File: src/rtl/alu_pkg.sv
// Shared types for the sequential ALU responder: command and FSM state encodings,
// default geometry.
package alu_pkg;

    localparam int WIDTH_DEF = 32;
    localparam int CHUNK_DEF = 8;

    typedef enum logic [2:0] {
        CMD_ADD  = 3'd0,
        CMD_SUB  = 3'd1,
        CMD_SLT  = 3'd2,
        CMD_XOR  = 3'd3,
        CMD_AND  = 3'd4,
        CMD_NAND = 3'd5,
        CMD_NOR  = 3'd6,
        CMD_OR   = 3'd7
    } alu_cmd_t;

    typedef enum logic [1:0] {
        ST_IDLE = 2'd0,
        ST_EXEC = 2'd1,
        ST_DONE = 2'd2
    } state_t;

    function automatic logic is_arith(alu_cmd_t c);
        return (c == CMD_ADD) || (c == CMD_SUB) || (c == CMD_SLT);
    endfunction

endpackage

File: src/rtl/alu_slice.sv
// Combinational CHUNK-bit ALU slice; carries in/out so a wide operation can be
// walked one slice per cycle.
module alu_slice
    import alu_pkg::*;
#(
    parameter int CHUNK = CHUNK_DEF
) (
    input  logic [CHUNK-1:0] a,
    input  logic [CHUNK-1:0] b,
    input  alu_cmd_t         cmd,
    input  logic             cin,
    output logic [CHUNK-1:0] y,
    output logic             cout,
    output logic             msb_cin
);

    logic [CHUNK-1:0] bx;
    logic [CHUNK:0]   sum;

    always_comb begin
        bx      = (cmd == CMD_ADD) ? b : ~b;
        sum     = {1'b0, a} + {1'b0, bx} + {{CHUNK{1'b0}}, cin};
        cout    = sum[CHUNK];
        // carry into the slice MSB, recovered from the sum bit
        msb_cin = sum[CHUNK-1] ^ a[CHUNK-1] ^ bx[CHUNK-1];
        unique case (cmd)
            CMD_XOR:  y = a ^ b;
            CMD_AND:  y = a & b;
            CMD_NAND: y = ~(a & b);
            CMD_NOR:  y = ~(a | b);
            CMD_OR:   y = a | b;
            default:  y = sum[CHUNK-1:0];
        endcase
    end

endmodule

File: src/rtl/alu_seq_responder.sv
// Multi-cycle ALU request/response server evaluating CHUNK bits per clock.
// Optional: ALU_SEQ_LOGIC_BYPASS_EN makes logic commands complete in one cycle.
module alu_seq_responder
    import alu_pkg::*;
#(
    parameter int WIDTH = WIDTH_DEF,
    parameter int CHUNK = CHUNK_DEF
) (
    input  logic             clk,
    input  logic             reset_n,
    input  logic             req_valid,
    output logic             req_ready,
    input  logic [WIDTH-1:0] req_a,
    input  logic [WIDTH-1:0] req_b,
    input  logic [2:0]       req_cmd,
    output logic             rsp_valid,
    input  logic             rsp_ready,
    output logic [WIDTH-1:0] rsp_result,
    output logic             rsp_carryout,
    output logic             rsp_zero,
    output logic             rsp_overflow,
    output logic             busy
);

    localparam int N  = WIDTH / CHUNK;
    localparam int IW = (N > 1) ? $clog2(N) : 1;

    generate
        if (WIDTH % CHUNK != 0) begin : g_bad_chunk
            $error("alu_seq_responder: WIDTH must be a multiple of CHUNK");
        end
    endgenerate

    state_t           state_q, state_d;
    logic [WIDTH-1:0] a_q, b_q, work_q, work_d, final_res;
    alu_cmd_t         cmd_q, cmd_in;
    logic             carry_q;
    logic [IW-1:0]    idx_q;
    logic             last;
    logic [CHUNK-1:0] s_y;
    logic             s_cout, s_msb_cin, slt_bit;

    assign cmd_in    = alu_cmd_t'(req_cmd);
    assign req_ready = (state_q == ST_IDLE);
    assign rsp_valid = (state_q == ST_DONE);
    assign busy      = (state_q != ST_IDLE);
    assign last      = (idx_q == IW'(N - 1));

    alu_slice #(.CHUNK(CHUNK)) u_slice (
        .a       (a_q[idx_q*CHUNK +: CHUNK]),
        .b       (b_q[idx_q*CHUNK +: CHUNK]),
        .cmd     (cmd_q),
        .cin     (carry_q),
        .y       (s_y),
        .cout    (s_cout),
        .msb_cin (s_msb_cin)
    );

    always_comb begin
        work_d = work_q;
        work_d[idx_q*CHUNK +: CHUNK] = s_y;
        // less-than is sign XOR overflow of A-B, valid only on the top slice
        slt_bit   = s_y[CHUNK-1] ^ (s_msb_cin ^ s_cout);
        final_res = (cmd_q == CMD_SLT) ? {{(WIDTH-1){1'b0}}, slt_bit} : work_d;
    end

`ifdef ALU_SEQ_LOGIC_BYPASS_EN
    logic [WIDTH-1:0] logic_res;

    always_comb begin
        logic_res = '0;
        case (cmd_in)
            CMD_XOR:  logic_res = req_a ^ req_b;
            CMD_AND:  logic_res = req_a & req_b;
            CMD_NAND: logic_res = ~(req_a & req_b);
            CMD_NOR:  logic_res = ~(req_a | req_b);
            CMD_OR:   logic_res = req_a | req_b;
            default:  logic_res = '0;
        endcase
    end
`endif

    always_comb begin
        state_d = state_q;
        case (state_q)
            ST_IDLE: if (req_valid) begin
`ifdef ALU_SEQ_LOGIC_BYPASS_EN
                state_d = is_arith(cmd_in) ? ST_EXEC : ST_DONE;
`else
                state_d = ST_EXEC;
`endif
            end
            ST_EXEC: if (last) state_d = ST_DONE;
            ST_DONE: if (rsp_ready) state_d = ST_IDLE;
            default: state_d = ST_IDLE;
        endcase
    end

    always_ff @(posedge clk or negedge reset_n) begin
        if (!reset_n) begin
            state_q      <= ST_IDLE;
            a_q          <= '0;
            b_q          <= '0;
            work_q       <= '0;
            cmd_q        <= CMD_ADD;
            carry_q      <= 1'b0;
            idx_q        <= '0;
            rsp_result   <= '0;
            rsp_carryout <= 1'b0;
            rsp_zero     <= 1'b0;
            rsp_overflow <= 1'b0;
        end else begin
            state_q <= state_d;
            case (state_q)
                ST_IDLE: if (req_valid) begin
                    a_q     <= req_a;
                    b_q     <= req_b;
                    cmd_q   <= cmd_in;
                    carry_q <= (cmd_in == CMD_SUB) || (cmd_in == CMD_SLT);
                    idx_q   <= '0;
`ifdef ALU_SEQ_LOGIC_BYPASS_EN
                    if (!is_arith(cmd_in)) begin
                        rsp_result   <= logic_res;
                        rsp_zero     <= (logic_res == '0);
                        rsp_carryout <= 1'b0;
                        rsp_overflow <= 1'b0;
                    end
`endif
                end
                ST_EXEC: begin
                    work_q  <= work_d;
                    carry_q <= s_cout;
                    idx_q   <= last ? '0 : idx_q + 1'b1;
                    if (last) begin
                        rsp_result   <= final_res;
                        rsp_zero     <= (final_res == '0);
                        rsp_carryout <= ((cmd_q == CMD_ADD) || (cmd_q == CMD_SUB)) & s_cout;
                        rsp_overflow <= ((cmd_q == CMD_ADD) || (cmd_q == CMD_SUB)) &
                                        (s_msb_cin ^ s_cout);
                    end
                end
                default: ;
            endcase
        end
    end

endmodule

File: config.mk
export PLATFORM = sky130hd
export DESIGN_NAME = alu_seq_responder
export DESIGN_NICKNAME = d
export VERILOG_FILES = /design/src/rtl/alu_pkg.sv /design/src/rtl/alu_slice.sv /design/src/rtl/alu_seq_responder.sv
export SDC_FILE = /design/constraint.sdc
export NUM_CORES = 1
export LEC_CHECK = 0
export CAP_MARGIN = 20
export CORE_ASPECT_RATIO = 1.25
export CORE_MARGIN = 2
export CORE_UTILIZATION = 59
export DETAILED_ROUTE_END_ITERATION = 7
export PLACE_DENSITY = 0.91
export SYNTH_ARGS = -nofsm -noshare
export SYNTH_HDL_FRONTEND = slang
export SYNTH_SLANG_ARGS = --single-unit
File: constraint.sdc
create_clock -name clk -period 6.6 [get_ports clk]
set_input_delay 1.32 -clock clk [delete_from_list [all_inputs] [get_ports clk]]
set_output_delay 1.32 -clock clk [all_outputs]
set_load 0.02 [all_outputs]
; ---- After elaboration in Yosys (flattened, before gate mapping)
; Index checks and enable logic that the tools add are counted.
[word_totals]
in_bits = 71
wordCells = 70
ff_bits = 139
output_inout_bits = 38
[op_classes]
n_eq_ne = 15
reduce_logical = 11
shifts = 4
n_addsub = 4
bitwise = 12
mux = 13
[op_table]
columns = op, count
row1 = $shiftx 32x6->8, 2
row2 = $pmux 8 s5, 1
row3 = $neg 5->34, 1
row4 = $shift 8x34->32 const A, 1
row5 = $shiftx 8x34->32, 1
row6 = $bwmux 32, 1
row7 = $logic_not 32->1, 1
row8 = $mux 32, 1
row9 = $not 8->8, 3
row10 = $eq 3x3->1 const B, 4
row11 = $mux 2, 5
row12 = $add 8x8->9, 1
row13 = $add 9x1->9, 1
row14 = $eq 3x2->1 const B, 3
row15 = $and 8x8->8, 1
row16 = $mux 8, 1
row17 = $or 8x8->8, 1
row18 = $xor 8x8->8, 1
row19 = $eq 3x1->1 const B, 2
row20 = $pmux 2 s3, 1
row21 = $reduce_and 2->1, 3
row22 = $eq 2x2->1 const B, 2
row23 = $ne 2x2->1 const B, 2
row24 = $pmux 2 s2, 1
row25 = other kinds (12), 18

; ---- Longest topological paths before layout
[depth]
word_depth = 11
mapped_depth = 14
mapped_depth_nobuf = 11

; ---- Modules after synthesis
; From an unflattened synthesis, not the netlist that was laid out.
[unflattened]
cells_unflattened = 803
hier_area_um2 = 7358.3
[modules_own_cells]
columns = module, instances, seq_area_each_um2, cells_each, area_per_inst_um2
row1 = alu_seq_responder, 1, 3478.3, 673, 6326.1
row2 = alu_slice, 1, 0.0, 130, 1032.2

; ---- Worst setup path after synthesis
; No wires, ideal clock.
[synth_path]
path_kind = flip-flop to flip-flop
startpoint = register idx_q[0]
endpoint = register rsp_zero
setup_ns = 0.126
arrival_ns = 3.741
slack_ns = 2.732
synth_period_minus_slack_ns = 3.868
path_buffers = 3
t_required_ns = 6.474
path_stages_with_launch = 14
cell_sequence = dfrtp_1 > buf_6 > buf_2 > buf_2 > mux4_2 > fa_1 > fa_1 > a211oi_1 > o21ai_0 > a41oi_1 > xnor2_1 > o21ai_2 > a32oi_1 > o21ai_1
[synth_via]
elab_chain_cells = 11
word_cells_on_any_way = 24
classes_between = 3 x add/sub / 1 x eq/ne / 4 x shift / 4 x mux / 10 x bitwise / 2 x reduce/logical
[synth_lines]
columns = item, line
row1 = "start, declared", alu_seq_responder.sv:38  ; logic [IW-1:0] idx_q;
row2 = "start signal, assigned", alu_seq_responder.sv:133  ; idx_q <= last ? '0 : idx_q + 1'b1;
row3 = "parallel branches: the longest is 11 deep, another holds $add 8x8->9", -
row4 = "end signal, assigned", alu_seq_responder.sv:136  ; rsp_zero <= (final_res == '0);
row5 = "end, declared", alu_seq_responder.sv:20  ; output logic rsp_zero,
; Parallel ways; which one is timed is not known.
; A chain may end at the register's enable or synchronous reset.

; ---- Final worst setup path
[layout_path]
startpoint = register cmd_q[2]
endpoint = register work_q[30]
[layout_via]
elab_chain_cells = 7
word_cells_on_any_way = 12
classes_between = 2 x add/sub / 5 x eq/ne / 1 x shift / 3 x mux / 1 x reduce/logical
[layout_lines]
columns = item, line
row1 = "start, declared", alu_seq_responder.sv:36  ; alu_cmd_t cmd_q, cmd_in;
row2 = "start signal, assigned", alu_seq_responder.sv:118  ; cmd_q <= cmd_in;
row3 = $logic_not 3->1, alu_slice.sv:21  ; bx = (cmd == CMD_ADD) ? b : ~b;
row4 = $mux 8, alu_slice.sv:21
row5 = $add 8x8->9, alu_slice.sv:22  ; sum = {1'b0, a} + {1'b0, bx} + {{CHUNK{1'b0}}, cin};
row6 = $add 9x1->9, alu_slice.sv:22
row7 = $pmux 8 s5 (*), alu_slice.sv:26  ; unique case (cmd)
row8 = $shiftx 8x34->32 (*), alu_seq_responder.sv:61  ; work_d[idx_q*CHUNK +: CHUNK] = s_y;
row9 = $bwmux 32 (*), alu_seq_responder.sv:61
row10 = "end signal, assigned", alu_seq_responder.sv:131  ; work_q <= work_d;
row11 = "end, declared", alu_seq_responder.sv:35  ; logic [WIDTH-1:0] a_q, b_q, work_q, work_d, final_res;
; Every way passes the cells marked *; elsewhere a longest branch is shown, timed or not.

==> impl_metrics.env <==
export IMPL_period_needed_ps=4306
export IMPL_syn_num_nets=894
export IMPL_gp_congestion=0.9342
export IMPL_ys_warn_count=0
export IMPL_wire_per_inst_um=17.39
export IMPL_fmax_ghz=0.2323
export IMPL_dpl_hpwl_mm=12.64
export IMPL_n_fill_cell=827
export IMPL_ys_seq_elements=139
export IMPL_slew_viol_final=0
export IMPL_portBuffers=108
export IMPL_antenna_found_initial=0
export IMPL_setup_violations=0
export IMPL_synth_cells=792
export IMPL_area_delta_synth_final_pct=24.43
export IMPL_yosys_top_cells_area="dfrtp_1 (48%), nand2_1 (15%), ha_1 (5.0%)"
export IMPL_seq_area_sq_um=3478
export IMPL_critPathKind="flop to flop"
export IMPL_tightest_slew_ps=923.1
export IMPL_routed_wl_mm=18.54
export IMPL_fp_dieH_um=127.8
export IMPL_holdBufCountCts=0
export IMPL_cts_tree="built"
export IMPL_synth_area_per_cell_sq_um=9.138
export IMPL_period_share=0.6524
export IMPL_skew_ps=10.31
export IMPL_yosysTopAreaCell="dfrtp_1"
export IMPL_yosysUniqueCellTypes=59
export IMPL_vias_per_cell=5.875
export IMPL_clock_sinks=139
export IMPL_cap_violations=0
export IMPL_ys_seq_area_frac=0.4806
export IMPL_layout_drive_gt1_share=0.07761
export IMPL_layout_commonest_cell="nand2_1"
export IMPL_ios=109
export IMPL_multi_input_area_sq_um=3477
export IMPL_status="completed"
export IMPL_track_usage=0.2949
export IMPL_dieArea_sq_um=13170
export IMPL_cts_htree_levels=4
export IMPL_post_cts_resized=0
export IMPL_ant_nets=0
export IMPL_max_slew_margin=0.3834
export IMPL_drc=0
export IMPL_worstPathRequired_ps=6910
export IMPL_clock_latency_ps=420
export IMPL_synth_top_area_share=0.4806
export IMPL_setup_tns_ps=0
export IMPL_num_antenna_cells=0
export IMPL_num_rows=45
export IMPL_grt_pass1_vias=6243
export IMPL_synth_area_sq_um=7237
export IMPL_worstSetupEndpointType="flop"
export IMPL_hold_path_class="flop to flop"
export IMPL_grt_pass1_wl_mm=29.88
export IMPL_fin_util=0.7474
export IMPL_rsz0062_at_grt="false"
export IMPL_floorplan_initialDensity=0.6006
export IMPL_drt_iter0_markers=546
export IMPL_finalHoldViolCount=0
export IMPL_fin_nets=991
export IMPL_cts_root_buf="clkbuf_16"
export IMPL_cp_max_fo=21
export IMPL_vias=6263
export IMPL_cts_made_buffers=17
export IMPL_clockBufferDepth=2
export IMPL_final_cell_mix="nand2_1 (279), dfrtp_1 (139), clkdlybuf4s50_1 (107)"
export IMPL_synth_edf_count=0
export IMPL_core_area_sq_um=12050
export IMPL_dr_pass1_iters=7
export IMPL_grt_max_degree=73
export IMPL_worst_setup_path_start_kind="flop"
export IMPL_cts_setup_buffers=0
export IMPL_fp_dieW_um=103.1
export IMPL_ys_dominant_reg_cell="dfrtp_1"
export IMPL_gr_total_overflow=0
export IMPL_async_reset_ff_frac=1.000
export IMPL_cp_arrival_ps=4610
export IMPL_clk_pin_slew_ps=60
## worst max-delay path, stage by stage (launching register included)
cell	delay (ps)
dfrtp_1	670
nor3_4	640
xnor2_1	200
fa_1	480
fa_1	440
a211oi_1	310
o21ai_0	210
and3_1	200
o21ai_0	450
nand2_1	200
a2bb2oi_1	180
o21ai_0	230
## routing by layer
| metal | vias to the layer above | track usage | part of all wire |
|---|---|---|---|
| met2 | 329 | 0.5004 | 0.51 |
| met1 | 2993 | 0.3500 | 0.38 |
| met5 | - | 0 | 0 |
| met3 | 80 | 0.05562 | 0.060 |
| met4 | 0 | 0.1587 | 0.051 |
| li1 | 2861 | - | - |
## sequential cells by signal, summed over array words and instances (netlist names)
name,flops
a_q,32
b_q,32
carry_q,1
cmd_q,3
idx_q,2
rsp_carryout,1
rsp_overflow,1
rsp_result,32
rsp_zero,1
state_q,2
work_q,32
## through the flow
| stage | hold slack, ps | setup WS, ps | area [sq um] | cells |
|---|---|---|---|---|
| CTS | 476.1 | 2376 | 8985 | 1065 |
| global placement | 453.1 | 2607 | 8401 | 1033 |
| finish | 471.8 | 2294 | 9005 | 1066 |
| global route | 486.5 | 2083 | 9005 | 1066 |
| floorplan | 440.3 | 2732 | 7237 | 792 |
| detailed placement | 461.8 | 2473 | 8401 | 1033 |
## synth_stat cells (6+ instances only)
library cell  number
a211oi_1           7
nand2_1          280
mux2i_1           10
o21ai_0           70
mux4_2            16
clkbuf_1          22
inv_1             28
buf_2              6
ha_1              29
xnor2_1           17
a22o_1             6
nor2_1            34
dfrtp_1          139
a21oi_1           28
## kinds of logic after synthesis
family	after synthesis	synth area share
buffers and inverters	67	0.03942
AOI/OAI and AO/OA	153	0.1314
adders and majority gates	31	0.05567
muxes	29	0.06864
and+or+nand+nor	351	0.1966
xor gates and xnor gates	22	0.02766
DFF	139	0.4806
## cell type report
class	count	area share
clock inverter	14	0.01612
timing repair buffer	115	0.1274
sequential	139	0.3863
multi-input combinational	586	0.3861
tap	164	0.02279
clock buffer	18	0.04877
inverter	30	0.01251
## final timing paths
path / slack (ps) / to / from / cells after the start
setup / recovery: 2290 / work_q[30] / cmd_q[2] / 11
hold / removal: 470 / a_q[6] / a_q[6] / 2
setup reg to reg: 2290 / work_q[30] / cmd_q[2] / 11
hold reg to reg: 470 / a_q[6] / a_q[6] / 2
max in group asynchronous: 4380 / a_q[28] / reset_n / 2
min in group asynchronous: 890 / rsp_result[19] / reset_n / 1
Power is not shown: default switching activity piles up to over one toggle a cycle in this logic, so the estimate is an artifact.
